### src/rtl/fir_frame_buffer.sv
// Ping-pong frame buffer: collects FIR samples into FRAME-sample frames in two banks
// and presents each completed frame in parallel over a valid/ready handshake.
module fir_frame_buffer #(
  parameter int DW    = 16,
  parameter int FRAME = 16
) (
  input  logic                  clk,
  input  logic                  rst,
  input  logic                  fir_valid,
  input  logic [DW-1:0]         fir_d,
  input  logic                  frame_ready,
  output logic                  frame_valid,
  output logic [DW*FRAME-1:0]   frame_data,
  output logic [7:0]            frame_cnt,
  output logic                  overflow
);
  localparam int IW = $clog2(FRAME);
  localparam logic [IW-1:0] LAST = IW'(FRAME - 1);

  typedef enum logic {W_FILL = 1'b0, W_DROP = 1'b1} wstate_t;

  wstate_t                           state, state_nxt;
  logic [1:0][FRAME-1:0][DW-1:0]     bank;
  logic [1:0]                        full, full_eff;
  logic                              wr_bank, rd_bank;
  logic [IW-1:0]                     wr_idx;
  logic                              rel, wr_en, drop_start, frame_done, drop_done;

  assign frame_valid = full[rd_bank];
  assign rel         = frame_valid & frame_ready;
  // a bank released this cycle may be refilled starting this same cycle
  assign full_eff    = full & ~{rel & rd_bank, rel & ~rd_bank};
  assign frame_data  = frame_valid ? bank[rd_bank] : '0;

  always_ff @(posedge clk or posedge rst) begin
    if (rst) state <= W_FILL;
    else     state <= state_nxt;
  end

  always_comb begin
    state_nxt = state;
    case (state)
      W_FILL: if (fir_valid && wr_idx == '0 && full_eff[wr_bank]) state_nxt = W_DROP;
      W_DROP: if (fir_valid && wr_idx == LAST)                    state_nxt = W_FILL;
      default: state_nxt = W_FILL;
    endcase
  end

  always_comb begin
    drop_start = (state == W_FILL) & fir_valid & (wr_idx == '0) & full_eff[wr_bank];
    wr_en      = (state == W_FILL) & fir_valid & ~drop_start;
    frame_done = wr_en & (wr_idx == LAST);
    drop_done  = (state == W_DROP) & fir_valid & (wr_idx == LAST);
  end

  // bank storage needs no reset: frame_data is gated by frame_valid
  always_ff @(posedge clk) begin
    if (wr_en) bank[wr_bank][wr_idx] <= fir_d;
  end

  always_ff @(posedge clk or posedge rst) begin
    if (rst) begin
      wr_idx    <= '0;
      wr_bank   <= 1'b0;
      rd_bank   <= 1'b0;
      full      <= 2'b00;
      frame_cnt <= 8'd0;
      overflow  <= 1'b0;
    end else begin
      // FRAME is a power of two, so the index wraps on its own; a dropped
      // first sample advances it to 1 like any other sample
      if (fir_valid)  wr_idx  <= wr_idx + 1'b1;
      if (frame_done) wr_bank <= ~wr_bank;
      if (rel) begin
        rd_bank   <= ~rd_bank;
        frame_cnt <= frame_cnt + 8'd1;
      end
      for (int b = 0; b < 2; b++) begin
        if (frame_done && wr_bank == b[0])  full[b] <= 1'b1;
        else if (rel && rd_bank == b[0])    full[b] <= 1'b0;
      end
      if (drop_done) overflow <= 1'b1;
    end
  end
endmodule

### config.mk
export PLATFORM = sky130hd
export DESIGN_NAME = fir_frame_buffer
export DESIGN_NICKNAME = d
export VERILOG_FILES = /design/src/rtl/fir_frame_buffer.sv
export SDC_FILE = /design/constraint.sdc
export NUM_CORES = 1
export LEC_CHECK = 0
export ABC_AREA = 1
export CAP_MARGIN = 40
export CORE_UTILIZATION = 30
export CTS_BUF_LIST = sky130_fd_sc_hd__clkbuf_16
export DETAILED_ROUTE_END_ITERATION = 8
export SLEW_MARGIN = 20
export SYNTH_ARGS = -nofsm -noshare
export SYNTH_HDL_FRONTEND = slang
export SYNTH_SLANG_ARGS = --single-unit
### constraint.sdc
create_clock -name clk -period 2.5 [get_ports clk]
set_input_delay 0.625 -clock clk [delete_from_list [all_inputs] [get_ports clk]]
set_output_delay 0.625 -clock clk [all_outputs]
set_load 0.005 [all_outputs]
==> impl_metrics.py, run 1 <==
metrics = {
    "run_status": {
        "run_status": "complete, but fails checks",
        "failed_checks": "negative setup slack",
    },
    "cells_and_area": {
        "final_design_area_no_fill_mm2": 0.0310,
        "area.growth.synth_to_final_pct": 40.1,
        "commonest_non_fill_non_tap_cell_in_the_layout": "nand2_1",
        "layout-drive-gt1-share_pct": 35.8,
        "fin_nets": 2535,
        "layout_common_cells": "865 x nand2_1, 512 x edfxtp_1, 220 x inv_2",
        "fillerInstances": 6746,
        "finish.utilization_pct": 42.5,
    },
    "timing": {
        "layout_setup_ws_ps": -548,
        "rsz0062_at_grt": "true",
        "timing.final.hold_violations": 0,
        "max_slew.worst_pin.slew_ps": 725,
        "finalCritPeriodShare_pct": 122,
        "fmax_mhz": 328,
        "tns_ps": -71910,
        "setup_viol": 257,
        "timing.slew.headroom_pct": 51.7,
        "slew_viol_final": 0,
        "final.min_clock_period_ps": 3050,
        "hold-worst-slack_ps": 220,
        "timing.clock.skew_ps": 21.9,
    },
    "routing": {
        "vias": 15500,
        "routed_wl_mm": 66.7,
        "post_dr_wirelength_cell_um": 19.0,
        "drt.antenna.violating_nets": 0,
        "drc_errors": 0,
        "routed_via_density": 4.41,
        "firstDrtPassIters": 5,
        "iter_0_drt_violations": 987,
    },
    "floorplan": {
        "placementRows": 99,
        "start_util_pct": 30.3,
        "die-height_um": 274,
        "coreArea_mm2": 0.0730,
        "die_width_um": 274,
        "ioPinCount": 286,
        "floorplan.die_area_mm2": 0.0749,
    },
    "clock_network": {
        "tritoncts.num_buffers": 54,
        "clock_tree_from_tritoncts": "done",
        "clock-root-buffer": "clkbuf_16",
        "clk_pin_slew_worst_paths_ps": 60,
        "htree_num_levels": 2,
        "insertion_delay_ps": 620,
        "clock_buffer_depth": 3,
        "clkSinkCount": 530,
        "cts-hold-fix-buffers": 0,
    },
    "yosys": {
        "synthesis.instances": 2046,
        "ys_ff_latch": 530,
        "synth_async_sr_flop_share_pct": 3.40,
        "dominant_register_cell_in_the_synthesized_netlist": "edfxtp_1",
        "post_synth_num_cell_types": 29,
        "syn-num-nets": 2071,
        "synth.cell_area_mm2": 0.0221,
        "syn_area_per_cell_um2": 10.8,
        "number_of_flops_mapped_to_enable_cells_by_yosys": 512,
        "ys.warnings.count": 0,
        "ys_seq_area_share_pct": 71.5,
    },
    "worst_setup_path": {
        "crit_arrival_ps": 2420,
        "startpoint": "rd_bank",
        "rrSetupSlack_ps": 130,
        "worst_setup_path_start_kind": "register",
        "critical_path_peak_fanout": 8,
        "worstSetupEndpointType": "primary output",
        "critPathKind": "reg2out",
        "worstReg2RegStart": "rd_bank",
        "timing.critical_path.to": "frame_data[180]",
        "worst_path_required_time_ps": 1880,
        "r2r_end": "bank[235]",
        "rr_worst_depth": 8,
    },
    "global_route": {
        "overflow": 0,
        "grt_first_pass_wirelength_mm": 91.1,
        "globalRouteTotalUtil_pct": 16.4,
        "first_global_vias": 14700,
        "grt_start_max_net_pins": 57,
        "antenna_violations_before_repair": 2,
    },
    "power": {
        "internal_power_mw": 19.1,
        "seqPwrFrac_pct": 36.1,
        "cellLeakagePower_nw": 14.7,
        "power_per_cell_area_mw_per_mm2": 924,
        "pwr-share-comb_pct": 35.2,
        "power_frac_clock_pct": 28.7,
        "ir_worst_vdd_v": 0.000539,
        "switchingPower_mw": 9.57,
        "design_power_total_mw": 28.6,
        "swShare_pct": 33.4,
    },
    "place": {
        "gpl.final_weighted_congestion": 0.790,
        "detailed_place.area_mm2": 0.0270,
        "hpwl_mm": 40.5,
        "place.port_buffers": 285,
    },
    "job": {
        "maxCapViolCount": 0,
    },
    "min_path": {
        "hold_path_class": "in2async",
    },
}
## power groups by stage
stage               combinational, mW  sequential, mW  clock, mW
finish                           10.1            10.3       8.23
global route                     10.9            10.4       8.69
CTS                              8.13            10.3       8.38
detailed placement               7.31            10.5          0
global placement                 7.24            10.5          0
floorplan                        4.09            10.4          0
## through the flow
step	instances	setup slack, ps
5_1_grt	3514	-639
6_report	3515	-548
2_1_floorplan	2046	211
4_1_cts	3423	-639
3_3_place_gp	3299	-287
3_5_place_dp	3300	-258
## routing by layer
metal	up-vias	global-route usage, %	part of all wire [%]
met5	-	0	0.019
met4	2	4.31	1.9
met3	82	2.25	5.3
met2	464	28.2	50
met1	7553	21.7	43
li1	7393	-	-
## cells in the mapped netlist (3+ instances only)
| master | count | share of area (%) |
|---|---|---|
| buf_12 | 3 | 0.27 |
| buf_2 | 56 | 1.3 |
| buf_4 | 26 | 0.88 |
| buf_6 | 3 | 0.15 |
| clkbuf_1 | 5 | 0.085 |
| dfrtp_1 | 18 | 2.0 |
| edfxtp_1 | 512 | 69 |
| ha_1 | 5 | 0.28 |
| inv_1 | 61 | 1.0 |
| inv_2 | 218 | 3.7 |
| nand2_1 | 1064 | 18 |
| nand3_1 | 13 | 0.29 |
| nand4_1 | 4 | 0.11 |
| nor3_2 | 29 | 1.3 |
| o21ai_1 | 3 | 0.068 |
| xor2_1 | 7 | 0.28 |
## worst min-delay path by stage
| stage | to | depth (start not counted) | startpoint | slack (ps) |
|---|---|---|---|---|
| global placement | overflow | 2 | overflow | 460 |
| finish | frame_cnt[6] | 2 | rst | 220 |
| floorplan | overflow | 2 | overflow | 460 |
| detailed placement | overflow | 2 | overflow | 460 |
| CTS | bank[60] | 1 | fir_d[12] | 230 |
| global route | frame_cnt[6] | 2 | rst | 240 |
## flip-flops by register name, summed over array words and instances, names as in the netlist
name and count:
bank 512, frame_cnt 8, wr_idx 4, full 2, overflow 1, rd_bank 1
state 1, wr_bank 1
## worst max-delay path, cell delays in order (launching register included)
cell and delay, ps:
dfrtp_4 490, clkinv_8 100, buf_16 180, buf_12 150, buf_12 120, buf_16 130, buf_4 140, buf_4 130
nand2_1 60, nand2_2 60, nand2_1 80, inv_2 30, dlymetal6s2s_1 140
## repair_timing
| item | in CTS | in global routing |
|---|---|---|
| gates resized for setup | 144 | 608 |
| buffers inserted | 14 | 69 |
| endpoints found under the setup margin | 257 | 627 |
| cloned | 8 | 26 |
| pin swaps | 8 | 44 |
## cell families after synthesis
group / Yosys count / share of synthesized area (%)
adders and majority gates: 5 / 0.283
and+or+nand+nor: 1123 / 20.3
xor gates and xnor gates: 9 / 0.356
AOI/OAI and AO/OA: 7 / 0.187
buffers and inverters: 372 / 7.39
DFF: 530 / 71.5
## cell type report
type,count,area (um^2),share of cell area (%)
clock inverters,47,475,1.53
well taps,959,1200,3.87
multi-input cells,1146,5530,17.8
clock buffers,54,1350,4.36
diodes,1,2.50,0.00807
repair buffers,499,5560,17.9
inverters,279,1060,3.42
flip-flops and latches,530,15800,51.0
(Power assumes the default switching activity.)
==> run 2, diff against run 1 <==
Settings changed: REMOVE_ABC_BUFFERS set to 1.
==> impl_metrics.py, run 2 (synthesis gave the netlist of run 1 again) <==
metrics = {
    "floorplan": {
        "die_width_um": 274,
        "ioPinCount": 286,
        "placementRows": 99,
        "coreArea_mm2": 0.0730,
        "start_util_pct": 30.3,
        "floorplan.die_area_mm2": 0.0749,
        "die-height_um": 274,
    },
    "power": {
        "internal_power_mw": 19.5,
        "power_frac_clock_pct": 26.7,
        "power_per_cell_area_mw_per_mm2": 926,
        "pwr-share-comb_pct": 37.5,
        "seqPwrFrac_pct": 35.8,
        "design_power_total_mw": 29.0,
        "swShare_pct": 32.9,
        "ir_worst_vdd_v": 0.000496,
        "switchingPower_mw": 9.53,
        "cellLeakagePower_nw": 15.8,
    },
    "cells_and_area": {
        "layout-drive-gt1-share_pct": 30.0,
        "final_design_area_no_fill_mm2": 0.0313,
        "most_flops_register": "bank",
        "layout_common_cells": "909 x nand2_1, 512 x edfxtp_1, 219 x inv_2",
        "commonest_non_fill_non_tap_cell_in_the_layout": "nand2_1",
        "stdcell_count": 3504,
        "area.sequential_mm2": 0.0158,
        "largest_reg_flops": 512,
        "reg_top3": "bank x512, frame_cnt x8, wr_idx x4",
        "multi_input_area_mm2": 0.00520,
        "fillerInstances": 6632,
        "fin_nets": 2527,
        "area.growth.synth_to_final_pct": 41.4,
        "antennaDiodeCount": 0,
    },
    "timing": {
        "hold-worst-slack_ps": 435,
        "timing.final.hold_violations": 0,
        "finalCritPeriodShare_pct": 119,
        "layout_setup_ws_ps": -481,
        "setup_viol": 257,
        "timing.clock.skew_ps": 21.6,
        "fmax_mhz": 335,
        "slew_viol_final": 0,
        "final.min_clock_period_ps": 2980,
        "timing.slew.headroom_pct": 54.0,
        "max_slew.worst_pin.slew_ps": 690,
        "rsz0062_at_grt": "true",
    },
    "routing": {
        "drt_met1_wl_mm": 28.4,
        "vias": 15600,
        "drc_errors": 0,
        "drt.antenna.violating_nets": 0,
        "routed_via_density": 4.44,
        "met2_wirelength_mm": 32.8,
        "highest_layer": "met5",
        "post_dr_wirelength_cell_um": 18.9,
        "iter_0_drt_violations": 1020,
        "routed_wl_mm": 66.1,
        "firstDrtPassIters": 5,
        "detailroute.wirelength.met3_mm": 3.64,
    },
    "global_route": {
        "grt_first_pass_wirelength_mm": 90.9,
        "first_global_vias": 15000,
        "globalRouteTotalUtil_pct": 16.4,
        "antenna_violations_before_repair": 1,
        "grt_start_max_net_pins": 60,
        "overflow": 0,
    },
    "worst_setup_path": {
        "startpoint": "rd_bank",
        "worstSetupEndpointType": "primary output",
        "critical_path_cell_list": "nand2_1 > nand2_8 > buf_12 > buf_4 > buf_12 > buf_16 > nand2_1 > inv_2 > dlygate4sd2_1",
        "worstPathBufferInverterCount": 6,
        "slowest_delay_ps": 540,
        "crit_arrival_ps": 2360,
        "critical_path_peak_fanout": 11,
        "worst_path_required_time_ps": 1880,
        "critPathKind": "reg2out",
        "cp_max_stage_cell": "dfrtp_4",
        "worst_setup_path_start_kind": "register",
        "worstReg2RegStart": "rd_bank",
        "path_delay_family": "buffers and inverters",
    },
    "place": {
        "hpwl_mm": 40.6,
        "place.port_buffers": 285,
        "placed_cells": 3298,
        "gpl.final_weighted_congestion": 0.754,
        "detailed_place.area_mm2": 0.0271,
    },
    "run_status": {
        "failed_checks": "negative setup slack",
        "run_status": "complete, but fails checks",
    },
    "min_path": {
        "hold_path_class": "in2async",
    },
    "clock_network": {
        "htree_num_levels": 2,
        "clkSinkCount": 530,
        "cts-hold-fix-buffers": 0,
        "clk_pin_slew_worst_paths_ps": 60,
        "insertion_delay_ps": 590,
        "clock_tree_from_tritoncts": "done",
        "tritoncts.num_buffers": 53,
        "clock_buffer_depth": 3,
        "clock-root-buffer": "clkbuf_16",
    },
    "job": {
        "maxCapViolCount": 0,
    },
}
==> run 2: changes by cell type in the layout (fill, tap and decap cells not counted), sizes merged, moves of 4 or more <==
cell           previous run  this run
buf                     250       213
clkdlybuf4s15             4        15
bufinv                    8         4
dlymetal6s2s             46       124
clkbuf                  172       102
dlygate4sd2               3        50
clkdlybuf4s50            78        44
==> run 2: layout make-up <==
| cell class | count | share of cell area (%) |
|---|---|---|
| flip-flops and latches | 530 | 50.6 |
| inverters | 279 | 3.39 |
| repair buffers | 494 | 20.2 |
| clock inverters | 43 | 1.04 |
| multi-input cells | 1144 | 16.6 |
| well taps | 959 | 3.83 |
| clock buffers | 55 | 4.40 |
==> run 2: path summary, 6_finish.rpt <==
| path | endpoint | cells past startpoint | slack [ps] |
|---|---|---|---|
| max | frame_data[57] | 9 | -480 |
| min | overflow | 2 | 430 |
| max reg2reg | bank[172] | 9 | 20 |
| min reg2reg | overflow | 2 | 470 |
| max in group asynchronous | frame_cnt[5] | 3 | 1530 |
| min in group clk | overflow | 2 | 470 |
==> run 2: stage by stage <==
step	utilization [%]	TNS (ps)	worst slack (ps)
2_1_floorplan	-	-3967750	-8610
3_5_place_dp	37.1	-87340	-199
6_report	42.9	-70200	-481
5_1_grt	42.9	-124060	-587
3_3_place_gp	37.1	-109060	-233
4_1_cts	40.5	-125660	-605
==> run 2: worst reg2reg max path, delay by kind of cell (launching register included) <==
family,cells,cell delay (ps)
simple gates,4,780
flops,1,540
compound gates,1,190
buf+inv,4,670
==> run 2: timing repair <==
action                                  in CTS  in global routing
gates cloned                                12                 23
endpoints found under the setup margin     257                589
setup buffers                               19                 56
pin swaps                                    3                 72
resized for setup                          175                388
==> run 2: routing by layer <==
metal,vias up,GRT usage (%)
li1,7351,-
met1,7670,21.6
met2,460,28.0
met3,80,2.76
met4,2,3.90
met5,-,0
==> run 2: power by group through the flow <==
| stage | Sequential, mW | Combinational [mW] | Clock (mW) |
|---|---|---|---|
| 2_1_floorplan | 10.8 | 2.80 | 0 |
| 3_3_place_gp | 10.5 | 7.31 | 0 |
| 3_5_place_dp | 10.5 | 7.38 | 0 |
| 4_1_cts | 10.4 | 8.59 | 7.90 |
| 5_1_grt | 10.4 | 11.7 | 8.22 |
| 6_report | 10.4 | 10.9 | 7.74 |
